--- src/rtl/dma_pkg.sv ---
// Shared types and default sizes for the dual-port RAM block-copy engine.
package dma_pkg;

    localparam int ADDR_W = 10;
    localparam int DATA_W = 16;
    localparam int LEN_W  = ADDR_W + 1;
    localparam int DEPTH  = 2 ** ADDR_W;

    typedef enum logic [2:0] {
        IDLE,
        PRIME,
        RUN,
        FINISH,
        REJECT
    } state_e;

endpackage

--- src/rtl/dpram_copy_dma_if.sv ---
// Request/status and RAM port bundle for the block-copy engine.
// master = the copy engine (drives the RAM ports), slave = CPU/RAM side.
interface dpram_copy_dma_if #(
    parameter int ADDR_W = dma_pkg::ADDR_W,
    parameter int DATA_W = dma_pkg::DATA_W,
    parameter int LEN_W  = ADDR_W + 1
);
    import dma_pkg::*;

    logic              start;
    logic [ADDR_W-1:0] src;
    logic [ADDR_W-1:0] dst;
    logic [LEN_W-1:0]  len;
    logic              busy;
    logic              done;
    logic              err;
    logic              mem_en_a;
    logic [ADDR_W-1:0] mem_addr_a;
    logic [DATA_W-1:0] mem_rdata_a;
    logic              mem_en_b;
    logic [ADDR_W-1:0] mem_addr_b;
    logic [DATA_W-1:0] mem_wdata_b;

    modport master (
        input  start, src, dst, len, mem_rdata_a,
        output busy, done, err, mem_en_a, mem_addr_a, mem_en_b, mem_addr_b, mem_wdata_b
    );

    modport slave (
        output start, src, dst, len, mem_rdata_a,
        input  busy, done, err, mem_en_a, mem_addr_a, mem_en_b, mem_addr_b, mem_wdata_b
    );

endinterface

--- src/rtl/dma_addr_gen.sv ---
// Loadable up/down word-address counter with a remaining-word count.
// The address stops moving on the last word so a full-memory walk never wraps.
module dma_addr_gen #(
    parameter int ADDR_W = dma_pkg::ADDR_W,
    parameter int LEN_W  = ADDR_W + 1
) (
    input  logic              clk,
    input  logic              rst_n,
    input  logic              load_i,
    input  logic              desc_i,
    input  logic [ADDR_W-1:0] base_i,
    input  logic [LEN_W-1:0]  len_i,
    input  logic              step_i,
    output logic [ADDR_W-1:0] addr_o,
    output logic [LEN_W-1:0]  rem_o
);
    import dma_pkg::*;

    logic [ADDR_W-1:0] addr_q, addr_d;
    logic [LEN_W-1:0]  rem_q, rem_d;
    logic              desc_q, desc_d;

    // Next address/count: load picks the first word of the walk, step consumes one word.
    always_comb begin
        addr_d = addr_q;
        rem_d  = rem_q;
        desc_d = desc_q;
        if (load_i) begin
            desc_d = desc_i;
            rem_d  = len_i;
            addr_d = desc_i ? base_i + len_i[ADDR_W-1:0] - ADDR_W'(1) : base_i;
        end else if (step_i && (rem_q != '0)) begin
            rem_d = rem_q - LEN_W'(1);
            if (rem_q > LEN_W'(1)) begin
                addr_d = desc_q ? addr_q - ADDR_W'(1) : addr_q + ADDR_W'(1);
            end
        end
    end

    // Counter registers.
    always_ff @(posedge clk or negedge rst_n) begin
        if (!rst_n) begin
            addr_q <= '0;
            rem_q  <= '0;
            desc_q <= 1'b0;
        end else begin
            addr_q <= addr_d;
            rem_q  <= rem_d;
            desc_q <= desc_d;
        end
    end

    assign addr_o = addr_q;
    assign rem_o  = rem_q;

endmodule

--- src/rtl/dpram_copy_dma.sv ---
// Block-copy engine: port A reads the source region, port B writes the
// destination one word per cycle after a single prime cycle (memmove-safe).
//
// state  | meaning
// -------+-----------------------------------------------------------
// IDLE   | waiting for start; CPU owns the RAM ports
// PRIME  | first source address on port A, no write yet
// RUN    | one write per cycle, read stream one word ahead
// FINISH | done pulse, back to IDLE
// REJECT | err pulse for an out-of-range request, back to IDLE
module dpram_copy_dma #(
    parameter int ADDR_W = dma_pkg::ADDR_W,
    parameter int DATA_W = dma_pkg::DATA_W,
    parameter int LEN_W  = ADDR_W + 1
) (
    input logic                clk,
    input logic                rst_n,
    dpram_copy_dma_if.master   bus
);
    import dma_pkg::*;

    localparam int EXT_W = LEN_W + 1;
    localparam logic [EXT_W-1:0] DEPTH_X = EXT_W'(2 ** ADDR_W);

    state_e            state_q, state_d;
    logic [EXT_W-1:0]  src_x, dst_x, len_x;
    logic              oob, desc_req, len_zero;
    logic              load, src_step, dst_step;
    logic [ADDR_W-1:0] src_addr, dst_addr;
    logic [LEN_W-1:0]  src_rem, dst_rem;
    logic              run;
    logic [DATA_W-1:0] wdata;

    // Bounds and overlap are evaluated one bit wider than the length so nothing wraps.
    assign src_x    = EXT_W'(bus.src);
    assign dst_x    = EXT_W'(bus.dst);
    assign len_x    = EXT_W'(bus.len);
    assign oob      = (src_x + len_x > DEPTH_X) || (dst_x + len_x > DEPTH_X);
    assign desc_req = (dst_x > src_x) && (dst_x < src_x + len_x);
    assign len_zero = (bus.len == '0);

    dma_addr_gen #(.ADDR_W(ADDR_W), .LEN_W(LEN_W)) u_src (
        .clk    (clk),
        .rst_n  (rst_n),
        .load_i (load),
        .desc_i (desc_req),
        .base_i (bus.src),
        .len_i  (bus.len),
        .step_i (src_step),
        .addr_o (src_addr),
        .rem_o  (src_rem)
    );

    dma_addr_gen #(.ADDR_W(ADDR_W), .LEN_W(LEN_W)) u_dst (
        .clk    (clk),
        .rst_n  (rst_n),
        .load_i (load),
        .desc_i (desc_req),
        .base_i (bus.dst),
        .len_i  (bus.len),
        .step_i (dst_step),
        .addr_o (dst_addr),
        .rem_o  (dst_rem)
    );

    // Next-state and counter control.
    always_comb begin
        state_d  = state_q;
        load     = 1'b0;
        src_step = 1'b0;
        dst_step = 1'b0;
        case (state_q)
            IDLE: begin
                if (bus.start) begin
                    if (oob) begin
                        state_d = REJECT;
                    end else if (len_zero) begin
                        state_d = FINISH;
                    end else begin
                        load    = 1'b1;
                        state_d = PRIME;
                    end
                end
            end
            PRIME: begin
                src_step = 1'b1;
                state_d  = RUN;
            end
            RUN: begin
                src_step = 1'b1;
                dst_step = 1'b1;
                if (dst_rem == LEN_W'(1)) begin
                    state_d = FINISH;
                end
            end
            FINISH:  state_d = IDLE;
            REJECT:  state_d = IDLE;
            default: state_d = IDLE;
        endcase
    end

    // State register.
    always_ff @(posedge clk or negedge rst_n) begin
        if (!rst_n) begin
            state_q <= IDLE;
        end else begin
            state_q <= state_d;
        end
    end

    // Outputs decode straight from state so reset drops the write enable at once.
    // In the final write cycle nothing is left to read, so port A is parked on a
    // word other than the one being written.
    assign run             = (state_q == RUN);
    assign wdata           = run ? bus.mem_rdata_a : '0;
    assign bus.busy        = (state_q == PRIME) || run;
    assign bus.done        = (state_q == FINISH);
    assign bus.err         = (state_q == REJECT);
    assign bus.mem_en_a    = 1'b0;
    assign bus.mem_addr_a  = (run && (src_rem == '0)) ? (dst_addr ^ ADDR_W'(1)) : src_addr;
    assign bus.mem_en_b    = run;
    assign bus.mem_addr_b  = dst_addr;
    assign bus.mem_wdata_b = wdata;

endmodule
--- src/flat_wrapper.sv ---
// flat-port wrapper written by rule: the top's interface ports become plain ports
module dpram_copy_dma_flat import dma_pkg::*;
#(
    parameter int ADDR_W = dma_pkg::ADDR_W,
    parameter int DATA_W = dma_pkg::DATA_W,
    parameter int LEN_W  = ADDR_W + 1
)
  (clk, rst_n, bus_start, bus_src, bus_dst, bus_len, bus_mem_rdata_a, bus_busy, bus_done, bus_err, bus_mem_en_a, bus_mem_addr_a, bus_mem_en_b, bus_mem_addr_b, bus_mem_wdata_b);
  dpram_copy_dma_if #(.ADDR_W(ADDR_W), .DATA_W(DATA_W), .LEN_W(LEN_W)) bus_i ();
  input logic clk;
  input logic rst_n;
  input wire logic [$bits(bus_i.start)-1:0] bus_start;
  input wire logic [$bits(bus_i.src)-1:0] bus_src;
  input wire logic [$bits(bus_i.dst)-1:0] bus_dst;
  input wire logic [$bits(bus_i.len)-1:0] bus_len;
  input wire logic [$bits(bus_i.mem_rdata_a)-1:0] bus_mem_rdata_a;
  output wire logic [$bits(bus_i.busy)-1:0] bus_busy;
  output wire logic [$bits(bus_i.done)-1:0] bus_done;
  output wire logic [$bits(bus_i.err)-1:0] bus_err;
  output wire logic [$bits(bus_i.mem_en_a)-1:0] bus_mem_en_a;
  output wire logic [$bits(bus_i.mem_addr_a)-1:0] bus_mem_addr_a;
  output wire logic [$bits(bus_i.mem_en_b)-1:0] bus_mem_en_b;
  output wire logic [$bits(bus_i.mem_addr_b)-1:0] bus_mem_addr_b;
  output wire logic [$bits(bus_i.mem_wdata_b)-1:0] bus_mem_wdata_b;
  assign bus_i.start = bus_start;
  assign bus_i.src = bus_src;
  assign bus_i.dst = bus_dst;
  assign bus_i.len = bus_len;
  assign bus_i.mem_rdata_a = bus_mem_rdata_a;
  assign bus_busy = bus_i.busy;
  assign bus_done = bus_i.done;
  assign bus_err = bus_i.err;
  assign bus_mem_en_a = bus_i.mem_en_a;
  assign bus_mem_addr_a = bus_i.mem_addr_a;
  assign bus_mem_en_b = bus_i.mem_en_b;
  assign bus_mem_addr_b = bus_i.mem_addr_b;
  assign bus_mem_wdata_b = bus_i.mem_wdata_b;
  dpram_copy_dma #(.ADDR_W(ADDR_W), .DATA_W(DATA_W), .LEN_W(LEN_W)) u_core (.clk(clk), .rst_n(rst_n), .bus(bus_i));
endmodule
--- config.mk ---
export PLATFORM = sky130hd
export DESIGN_NAME = dpram_copy_dma_flat
export DESIGN_NICKNAME = d
export VERILOG_FILES = /design/src/rtl/dma_pkg.sv /design/src/rtl/dpram_copy_dma_if.sv /design/src/rtl/dma_addr_gen.sv /design/src/rtl/dpram_copy_dma.sv /design/src/flat_wrapper.sv
export SDC_FILE = /design/constraint.sdc
export NUM_CORES = 1
export LEC_CHECK = 0
export ABC_CLOCK_PERIOD_IN_PS = 4360
export BUFFER_PORTS_ARGS = -buffer_cell sky130_fd_sc_hd__buf_2
export CAP_MARGIN = 5
export CORE_MARGIN = 3
export CORE_UTILIZATION = 45
export DETAILED_ROUTE_END_ITERATION = 12
export HOLD_SLACK_MARGIN = 0.02
export PLACE_DENSITY = 0.7
export SLEW_MARGIN = 5
export SYNTH_ARGS = -nofsm -noshare
export SYNTH_HDL_FRONTEND = slang
export SYNTH_HIERARCHICAL = 1
export SYNTH_SLANG_ARGS = --single-unit
--- constraint.sdc ---
create_clock -name clk -period 4.36 [get_ports clk]
set_input_delay 0.872 -clock clk [delete_from_list [all_inputs] [get_ports clk]]
set_output_delay 0.872 -clock clk [all_outputs]
set_load 0.01 [all_outputs]
# ---- After elaboration in Yosys (flattened, before gate mapping)
# Cells that the tools add are included.
dict set report totals {
  rom_bits 0
  n_memories 0
  inputBits 50
  ram_bits 0
  latchBits 0
  word_cells 78
  ff_bits 46
}
dict set report op_classes {
  reduce_logical 19
  addsub 12
  n_eq_ne 7
  n_bitwise 1
  n_shift 0
  div 0
  multipliers 0
  order_cmp 6
  n_mux 27
}
# cell n
set ops {}
lappend ops {{$mux W10} 11}
lappend ops {{$mux W11} 4}
lappend ops {{$sub A10 B1 Y10 const B} 4}
lappend ops {{$add A10 B11 Y12} 2}
lappend ops {{$gt A12 B11 Y1 const B} 2}
lappend ops {{$gt A11 B1 Y1 const B} 2}
lappend ops {{$logic_not A11 Y1} 2}
lappend ops {{$reduce_bool A11 Y1} 2}
lappend ops {{$sub A11 B1 Y11 const B} 2}
lappend ops {{$add A10 B1 Y10 const B} 2}
lappend ops {{$add A10 B10 Y10} 2}
lappend ops {{$mux W16} 1}
lappend ops {{$lt A10 B12 Y1} 1}
lappend ops {{$eq A11 B1 Y1 const B} 1}
lappend ops {{$gt A10 B10 Y1} 1}
lappend ops {{$mux W3} 3}
lappend ops {{$pmux W3 S3} 1}
lappend ops {{$reduce_bool A2 Y1} 4}
lappend ops {{$eq A3 B2 Y1 const B} 2}
lappend ops {{$mux W1} 6}
lappend ops {{$reduce_and A2 Y1} 3}
lappend ops {{$logic_and A1 B1 Y1} 4}
lappend ops {{$ne A2 B2 Y1 const B} 2}
lappend ops {{$eq A3 B1 Y1 const B} 1}
lappend ops {{6 further kinds} 7}

# ---- Longest topological paths before layout
dict set report depth {
  depth_word 8
  depth_mapped 17
}

# ---- By module
# Netlist, hierarchy kept.
# module n_inst cells_per_inst area_per_inst_um2 seq_area_each_um2
set by_module_without_submodules {}
lappend by_module_without_submodules {{dma_addr_gen at u_core.u_dst} 1 275 2263.4 550.5}
lappend by_module_without_submodules {{dma_addr_gen at u_core.u_src} 1 276 2248.4 550.5}
lappend by_module_without_submodules {dpram_copy_dma 1 268 2025.7 75.1}

# ---- Worst setup path after synthesis
# Ideal clock, no wire load.
dict set report synth_timing {
  kind {input-to-reg}
  start {input port bus_src[0]}
  end {register u_core.u_src.addr_q[9] (netlist: u_core/u_src/addr_o[9])}
  setup_slack_ns -0.178
  arrival_time_ns 4.416
  n_path_buf 0
  setup_time_ns 0.122
  t_required_ns 4.238
  stages 15
  cell_sequence {ha_1 -> fa_1 -> a211oi_2 -> nor4b_1 -> a311oi_2 -> ha_1 -> o21a_1 -> a211oi_1 -> o21bai_1 -> a21oi_1 -> inv_1 -> or2_2 -> mux2i_1 -> mux2_2 -> o2111a_1}
}
dict set report synth_via {
  word_cells_on_any_way 16
  cone_classes {add/sub: 3; order compare: 3; mux: 5; reduce/logical: 5}
}
# item line_no
set synth_rtl {}
lappend synth_rtl {{from (decl)} flat_wrapper.sv:13} ;# input wire logic [$bits(bus_i.src)-1:0] bus_src;
lappend synth_rtl {{$add A10 B11 Y12} dpram_copy_dma.sv:39} ;# assign desc_req = (dst_x > src_x) && (dst_x < src_x + len_x);
lappend synth_rtl {{$lt A10 B12 Y1} dpram_copy_dma.sv:39}
lappend synth_rtl {{$logic_and A1 B1 Y1 (*)} dpram_copy_dma.sv:39}
lappend synth_rtl {{net u_core.desc_req} dpram_copy_dma.sv:27} ;# logic oob, desc_req, len_zero;
lappend synth_rtl {{$mux W10 (*)} dma_addr_gen.sv:31} ;# addr_d = desc_i ? base_i + len_i[ADDR_W-1:0] - ADDR_W'(1) : base_i;
lappend synth_rtl {{$mux W10 (*)} dma_addr_gen.sv:28} ;# if (load_i) begin
lappend synth_rtl {{to (signal assigned)} dma_addr_gen.sv:47} ;# addr_q <= addr_d;
lappend synth_rtl {{to (decl)} dma_addr_gen.sv:19} ;# logic [ADDR_W-1:0] addr_q, addr_d;
# The timed path passes the listed nets; every way through them passes the cells marked *.
# A chain may end at the register's enable or synchronous reset.

# ---- Worst setup path after layout
dict set report layout_timing {
  start {input port bus_len[0]}
  end {register u_core.u_src.addr_q[9] (netlist: u_core/u_src/addr_o[9])}
}
dict set report layout_via {
  word_cells_on_any_way 19
  cone_classes {add/sub: 4; order compare: 3; mux: 6; reduce/logical: 6}
}
# item line_no
set layout_rtl {}
lappend layout_rtl {{from (decl)} flat_wrapper.sv:15} ;# input wire logic [$bits(bus_i.len)-1:0] bus_len;
lappend layout_rtl {{$add A10 B11 Y12} dpram_copy_dma.sv:39}
lappend layout_rtl {{$lt A10 B12 Y1} dpram_copy_dma.sv:39}
lappend layout_rtl {{$logic_and A1 B1 Y1} dpram_copy_dma.sv:39}
lappend layout_rtl {{net u_core.desc_req} dpram_copy_dma.sv:27}
lappend layout_rtl {{$mux W10} dma_addr_gen.sv:31}
lappend layout_rtl {{$mux W10} dma_addr_gen.sv:28}
# The timed path passes the listed nets, and every way through them passes these cells.

==> impl_metrics.prom <==
# TYPE chip_impl_metric gauge
chip_impl_metric{name="detail_route.vias_per_cell",unit=""} 5.50
chip_impl_info{name="final_common_cell",value="sky130_fd_sc_hd__inv_1"} 1
chip_impl_metric{name="critPathRequiredTime",unit="ns"} 4.54
chip_impl_metric{name="ys_seq_area_frac",unit=""} 0.180
chip_impl_metric{name="peak_fanout_along_the_critical_path",unit=""} 4
chip_impl_info{name="end_kind",value="flip-flop"} 1
chip_impl_metric{name="worst_hold_path.num_cells",unit=""} 1
chip_impl_metric{name="die_width",unit="um"} 127
chip_impl_metric{name="avgRoutedWirePerCell",unit="um"} 15.7
chip_impl_metric{name="fin_crit_sh",unit=""} 0.941
chip_impl_metric{name="number_of_antenna_violations_at_the_first_check_in_global_routing",unit=""} 0
chip_impl_metric{name="routing_usage_on_met1",unit=""} 0.317
chip_impl_metric{name="share_of_flip_flops_with_an_asynchronous_set_or_reset_after_synthesis",unit=""} 1.00
chip_impl_metric{name="tightestPinTransition",unit="ns"} 1.08
chip_impl_metric{name="pwr_density_cell",unit="mW/mm2"} 523
chip_impl_info{name="whs_endpoint",value="u_core/state_q[0]"} 1
chip_impl_metric{name="power_frac_comb",unit=""} 0.641
chip_impl_metric{name="cts_post_setup_buffers_inserted",unit=""} 0
chip_impl_metric{name="largest_net_degree_at_the_start_of_global_routing",unit=""} 48
chip_impl_metric{name="synth-edff-count",unit=""} 0
chip_impl_metric{name="total_placed_cells_including_tap_cells",unit=""} 1090
chip_impl_metric{name="globalRouteTotalUtil",unit=""} 0.215
chip_impl_metric{name="ff_latch_count_synth",unit=""} 47
chip_impl_metric{name="drt_pass1_iterations",unit=""} 5
chip_impl_metric{name="use_met2",unit=""} 0.344
chip_impl_metric{name="crit_arrival",unit="ns"} 4.28
chip_impl_metric{name="floorplan.io_pins",unit=""} 91
chip_impl_metric{name="grt_use_met3",unit=""} 0.0177
chip_impl_metric{name="vdd.ir_drop.worst",unit="uV"} 216
chip_impl_metric{name="power.share.sequential",unit=""} 0.259
chip_impl_metric{name="ctsResizeCount",unit=""} 0
chip_impl_info{name="globalRoute.busiestLayer",value="met2"} 1
chip_impl_metric{name="yosys-mux-area-fraction",unit=""} 0.0411
chip_impl_metric{name="clock_tree.buffer_depth",unit=""} 2
chip_impl_info{name="netlist.top_cell.by_area",value="sky130_fd_sc_hd__ha_1"} 1
chip_impl_metric{name="fin_hold_ws",unit="ns"} 0.547
chip_impl_metric{name="grt_pass1_vias",unit=""} 5629
chip_impl_metric{name="first_pass_grt_wire_length",unit="um"} 28500
chip_impl_info{name="tritoncts",value="yes"} 1
chip_impl_metric{name="gp_congestion",unit=""} 0.925
chip_impl_metric{name="fraction_of_the_mapped_netlist_area_in_compound_gates",unit=""} 0.233
chip_impl_metric{name="power",unit="mW"} 3.90
chip_impl_metric{name="net_count_synth",unit=""} 970
chip_impl_info{name="grt_setup_unrepaired",value="false"} 1
chip_impl_metric{name="layout_cells_excl_fill",unit=""} 1098
chip_impl_metric{name="switching_share",unit=""} 0.483
chip_impl_metric{name="adder_and_majority_gate_portion_of_the_synthesized_area",unit=""} 0.200
chip_impl_metric{name="maxClockFrequency",unit="MHz"} 244
chip_impl_metric{name="internal_power",unit="mW"} 2.02
chip_impl_metric{name="netlist.area_leader.share",unit=""} 0.182
chip_impl_metric{name="synth_area_per_cell",unit="um2"} 7.98
chip_impl_info{name="critPathMostFrequentCell",value="sky130_fd_sc_hd__ha_1"} 1
chip_impl_metric{name="start_util",unit=""} 0.466
chip_impl_metric{name="report.final.setup_viol",unit=""} 0
chip_impl_metric{name="leakage",unit="nW"} 3.54
chip_impl_metric{name="xor_xnor_portion_of_the_synthesized_cell_area",unit=""} 0.0630
chip_impl_metric{name="num_antenna_cells",unit=""} 0
chip_impl_metric{name="share_of_final_layout_standard_cells_stronger_than_drive_strength_1",unit=""} 0.193
chip_impl_metric{name="max_slew_headroom",unit=""} 0.282
chip_impl_metric{name="yosysWarningCount",unit=""} 6
chip_impl_metric{name="synthDistinctLibCells",unit=""} 83
chip_impl_info{name="synth_top_family_by_area",value="compound AO/OA/AOI/OAI gates"} 1
chip_impl_metric{name="crit_path_max_incr_delay",unit="ns"} 0.40
chip_impl_metric{name="die_height",unit="um"} 127
chip_impl_info{name="timing.hold.worst.class",value="reg -> reg"} 1
chip_impl_info{name="clockRootBuffer",value="sky130_fd_sc_hd__clkbuf_16"} 1
chip_impl_metric{name="share_clk_of_total_power",unit=""} 0.100
chip_impl_info{name="cell_with_the_largest_stage_delay_on_the_worst_path",value="sky130_fd_sc_hd__fa_1"} 1
chip_impl_metric{name="drt-total-wl",unit="um"} 17200
chip_impl_metric{name="worstRegToRegCells",unit=""} 7
chip_impl_metric{name="netSwitchingPower",unit="mW"} 1.88
chip_impl_metric{name="timing.final.hold_violations",unit=""} 0
chip_impl_metric{name="numCtsBuffers",unit=""} 5
chip_impl_metric{name="final_nets",unit=""} 1068
chip_impl_metric{name="clkSinkCount",unit=""} 47
chip_impl_metric{name="post-route-min-period",unit="ns"} 4.10
chip_impl_metric{name="filler_cell_count",unit=""} 1322
chip_impl_metric{name="antenna_left",unit=""} 0
chip_impl_info{name="crit_path_start_kind",value="primary input"} 1
chip_impl_info{name="critical_path_class",value="in -> reg"} 1
chip_impl_metric{name="dp_hpwl",unit="um"} 14000
chip_impl_info{name="crit_chain",value="buf_2 > ha_1 > fa_1 > a211oi_2 > nor4b_1 > a311oi_2 > ha_1 > o21a_1 > a211oi_1 > o21bai_1 > a21oi_2 > inv_2 > or2_2 > mux2i_1 > mux2_2 > o2111a_1"} 1
chip_impl_info{name="end_of_the_worst_register_to_register_path",value="u_core/u_src/addr_o[9]"} 1
chip_impl_info{name="synth.area.top_cells",value="sky130_fd_sc_hd__ha_1 (18%), sky130_fd_sc_hd__dfrtp_1 (18%), sky130_fd_sc_hd__inv_1 (6.7%)"} 1
chip_impl_metric{name="netlist_area",unit="mm2"} 0.00654
chip_impl_metric{name="maxCapViolCount",unit=""} 0
chip_impl_metric{name="synth-simple-area-share",unit=""} 0.201
chip_impl_metric{name="design.core.area",unit="mm2"} 0.0140
chip_impl_metric{name="port_buffers",unit=""} 89
chip_impl_metric{name="dieArea",unit="mm2"} 0.0160
chip_impl_metric{name="row_count",unit=""} 43
chip_impl_info{name="hold_path.startpoint",value="u_core/state_q[2]"} 1
chip_impl_info{name="result_of_the_run",value="completed"} 1
chip_impl_info{name="rr_startpoint",value="u_core/u_src/desc_q"} 1
chip_impl_metric{name="finalSetupTns",unit="ns"} 0
chip_impl_info{name="final_cell_mix",value="sky130_fd_sc_hd__inv_1 (115), sky130_fd_sc_hd__ha_1 (95), sky130_fd_sc_hd__buf_2 (89)"} 1
chip_impl_metric{name="worstSkewPairLatency",unit="ns"} 0.29
chip_impl_metric{name="area_growth_syn_to_layout",unit="%"} 14.1
chip_impl_info{name="synth_flop_cell",value="sky130_fd_sc_hd__dfrtp_1"} 1
chip_impl_metric{name="finalMaxSlewViolations",unit=""} 0
chip_impl_metric{name="grt_remaining_overflow",unit=""} 0
chip_impl_metric{name="vias",unit=""} 6036
chip_impl_metric{name="worst-r2r-setup-slack",unit="ns"} 1.90
chip_impl_metric{name="post_cts_hold_buffer_count",unit=""} 0
chip_impl_metric{name="initialDrtViolationCount",unit=""} 311
chip_impl_metric{name="htree_levels",unit=""} 2
chip_impl_metric{name="number_of_design_rule_violations_left_after_detail_routing",unit=""} 0
chip_impl_metric{name="synthCells",unit=""} 819
chip_impl_metric{name="cts.clk_slew.worst_paths",unit="ns"} 0.07
chip_impl_metric{name="timing.clock.skew",unit="ns"} 0.0113
==> final cells by class <==
class / instances / area, um2 / area share
flip-flops and latches: 47 / 1180 / 0.158
well taps: 180 / 225 / 0.0302
inverters: 116 / 435 / 0.0584
clock inverters: 3 / 23.8 / 0.00319
repair buffers: 111 / 636 / 0.0852
clock buffers: 5 / 125 / 0.0168
multi-input cells: 636 / 4840 / 0.649
==> cells in the mapped netlist (all sizes together), types with 5 or more instances <==
cell type  number
a211oi         17
a21o           15
a21oi          43
a311oi          5
a31oi           5
and2           20
buf             8
clkbuf         12
dfrtp          47
fa              6
ha             95
inv           116
mux2           15
mux2i          10
nand2          53
nand2b         11
nand3          15
nand4          10
nor2           54
nor2b           5
nor3           24
nor4           13
o2111ai         5
o211ai         14
o21a            9
o21ai          74
o21bai          8
or2             7
or3             6
xnor2          29
xor2           18
==> metal layers <==
layer | wire, um | vias up
li1 | - | 3102
met1 | 8390 | 2759
met2 | 7730 | 160
met3 | 852 | 15
met4 | 238 | 0
met5 | 0 | -
==> sequential cells by signal, summed over array words and instances, names as in the netlist <==
register,flops
u_core/u_dst/addr_o,10
u_core/u_src/rem_o,11
u_core/u_src/addr_o,10
u_core/u_dst/rem_o,11
u_core/u_src/desc_q,1
u_core/u_dst/desc_q,1
u_core/state_q,3
==> per-stage QoR <==
stage          worst slack (ns)  area, um2   util
6_report                  0.256       7460  0.531
5_1_grt                  0.0449       7460  0.531
4_1_cts                   0.200       7460  0.531
3_5_place_dp            -0.0788       7310  0.521
3_3_place_gp            -0.0114       7310  0.521
2_1_floorplan            0.0378       6540      -
==> how the worst max path moves through the flow <==
stage | startpoint | to | cells after the start | slack [ns]
floorplan | bus_src[0] | u_core/u_src/addr_o[9] | 15 | 0.04
global placement | bus_src[0] | u_core/u_src/addr_o[9] | 16 | -0.01
detailed placement | bus_src[0] | u_core/u_src/addr_o[9] | 16 | -0.08
CTS | bus_src[0] | u_core/u_src/addr_o[9] | 16 | 0.20
global route | bus_src[0] | u_core/u_src/addr_o[9] | 16 | 0.04
finish | bus_len[0] | u_core/u_src/addr_o[9] | 16 | 0.26
==> power by group through the flow <==
| stage | Sequential [mW] | Combinational, mW | Clock [mW] |
|---|---|---|---|
| finish | 1.01 | 2.50 | 0.392 |
| global route | 1.05 | 2.81 | 0.417 |
| CTS | 1.01 | 2.48 | 0.403 |
| detailed placement | 1.01 | 2.46 | 0 |
| global placement | 1.01 | 2.44 | 0 |
| floorplan | 0.932 | 1.89 | 0 |
==> worst max-delay path: cells and delay by family <==
kind	cells	cell delay, ns
mux	2	0.51
buf+inv	2	0.18
compound gates	7	1.43
simple gates	2	0.39
fa+ha+maj	3	0.90
==> logic make-up (layout without fill, tap and decap cells) <==
| logic type | Yosys count | after routing |
|---|---|---|
| muxes | 25 | 25 |
| xor gates and xnor gates | 47 | 47 |
| AOI/OAI and AO/OA | 224 | 224 |
| adders and majority gates | 101 | 101 |
| other | 1 | 1 |
| and+or+nand+nor | 238 | 238 |
| DFF | 47 | 47 |
| buffers and inverters | 136 | 235 |
Power figures use the tool's default switching activity.
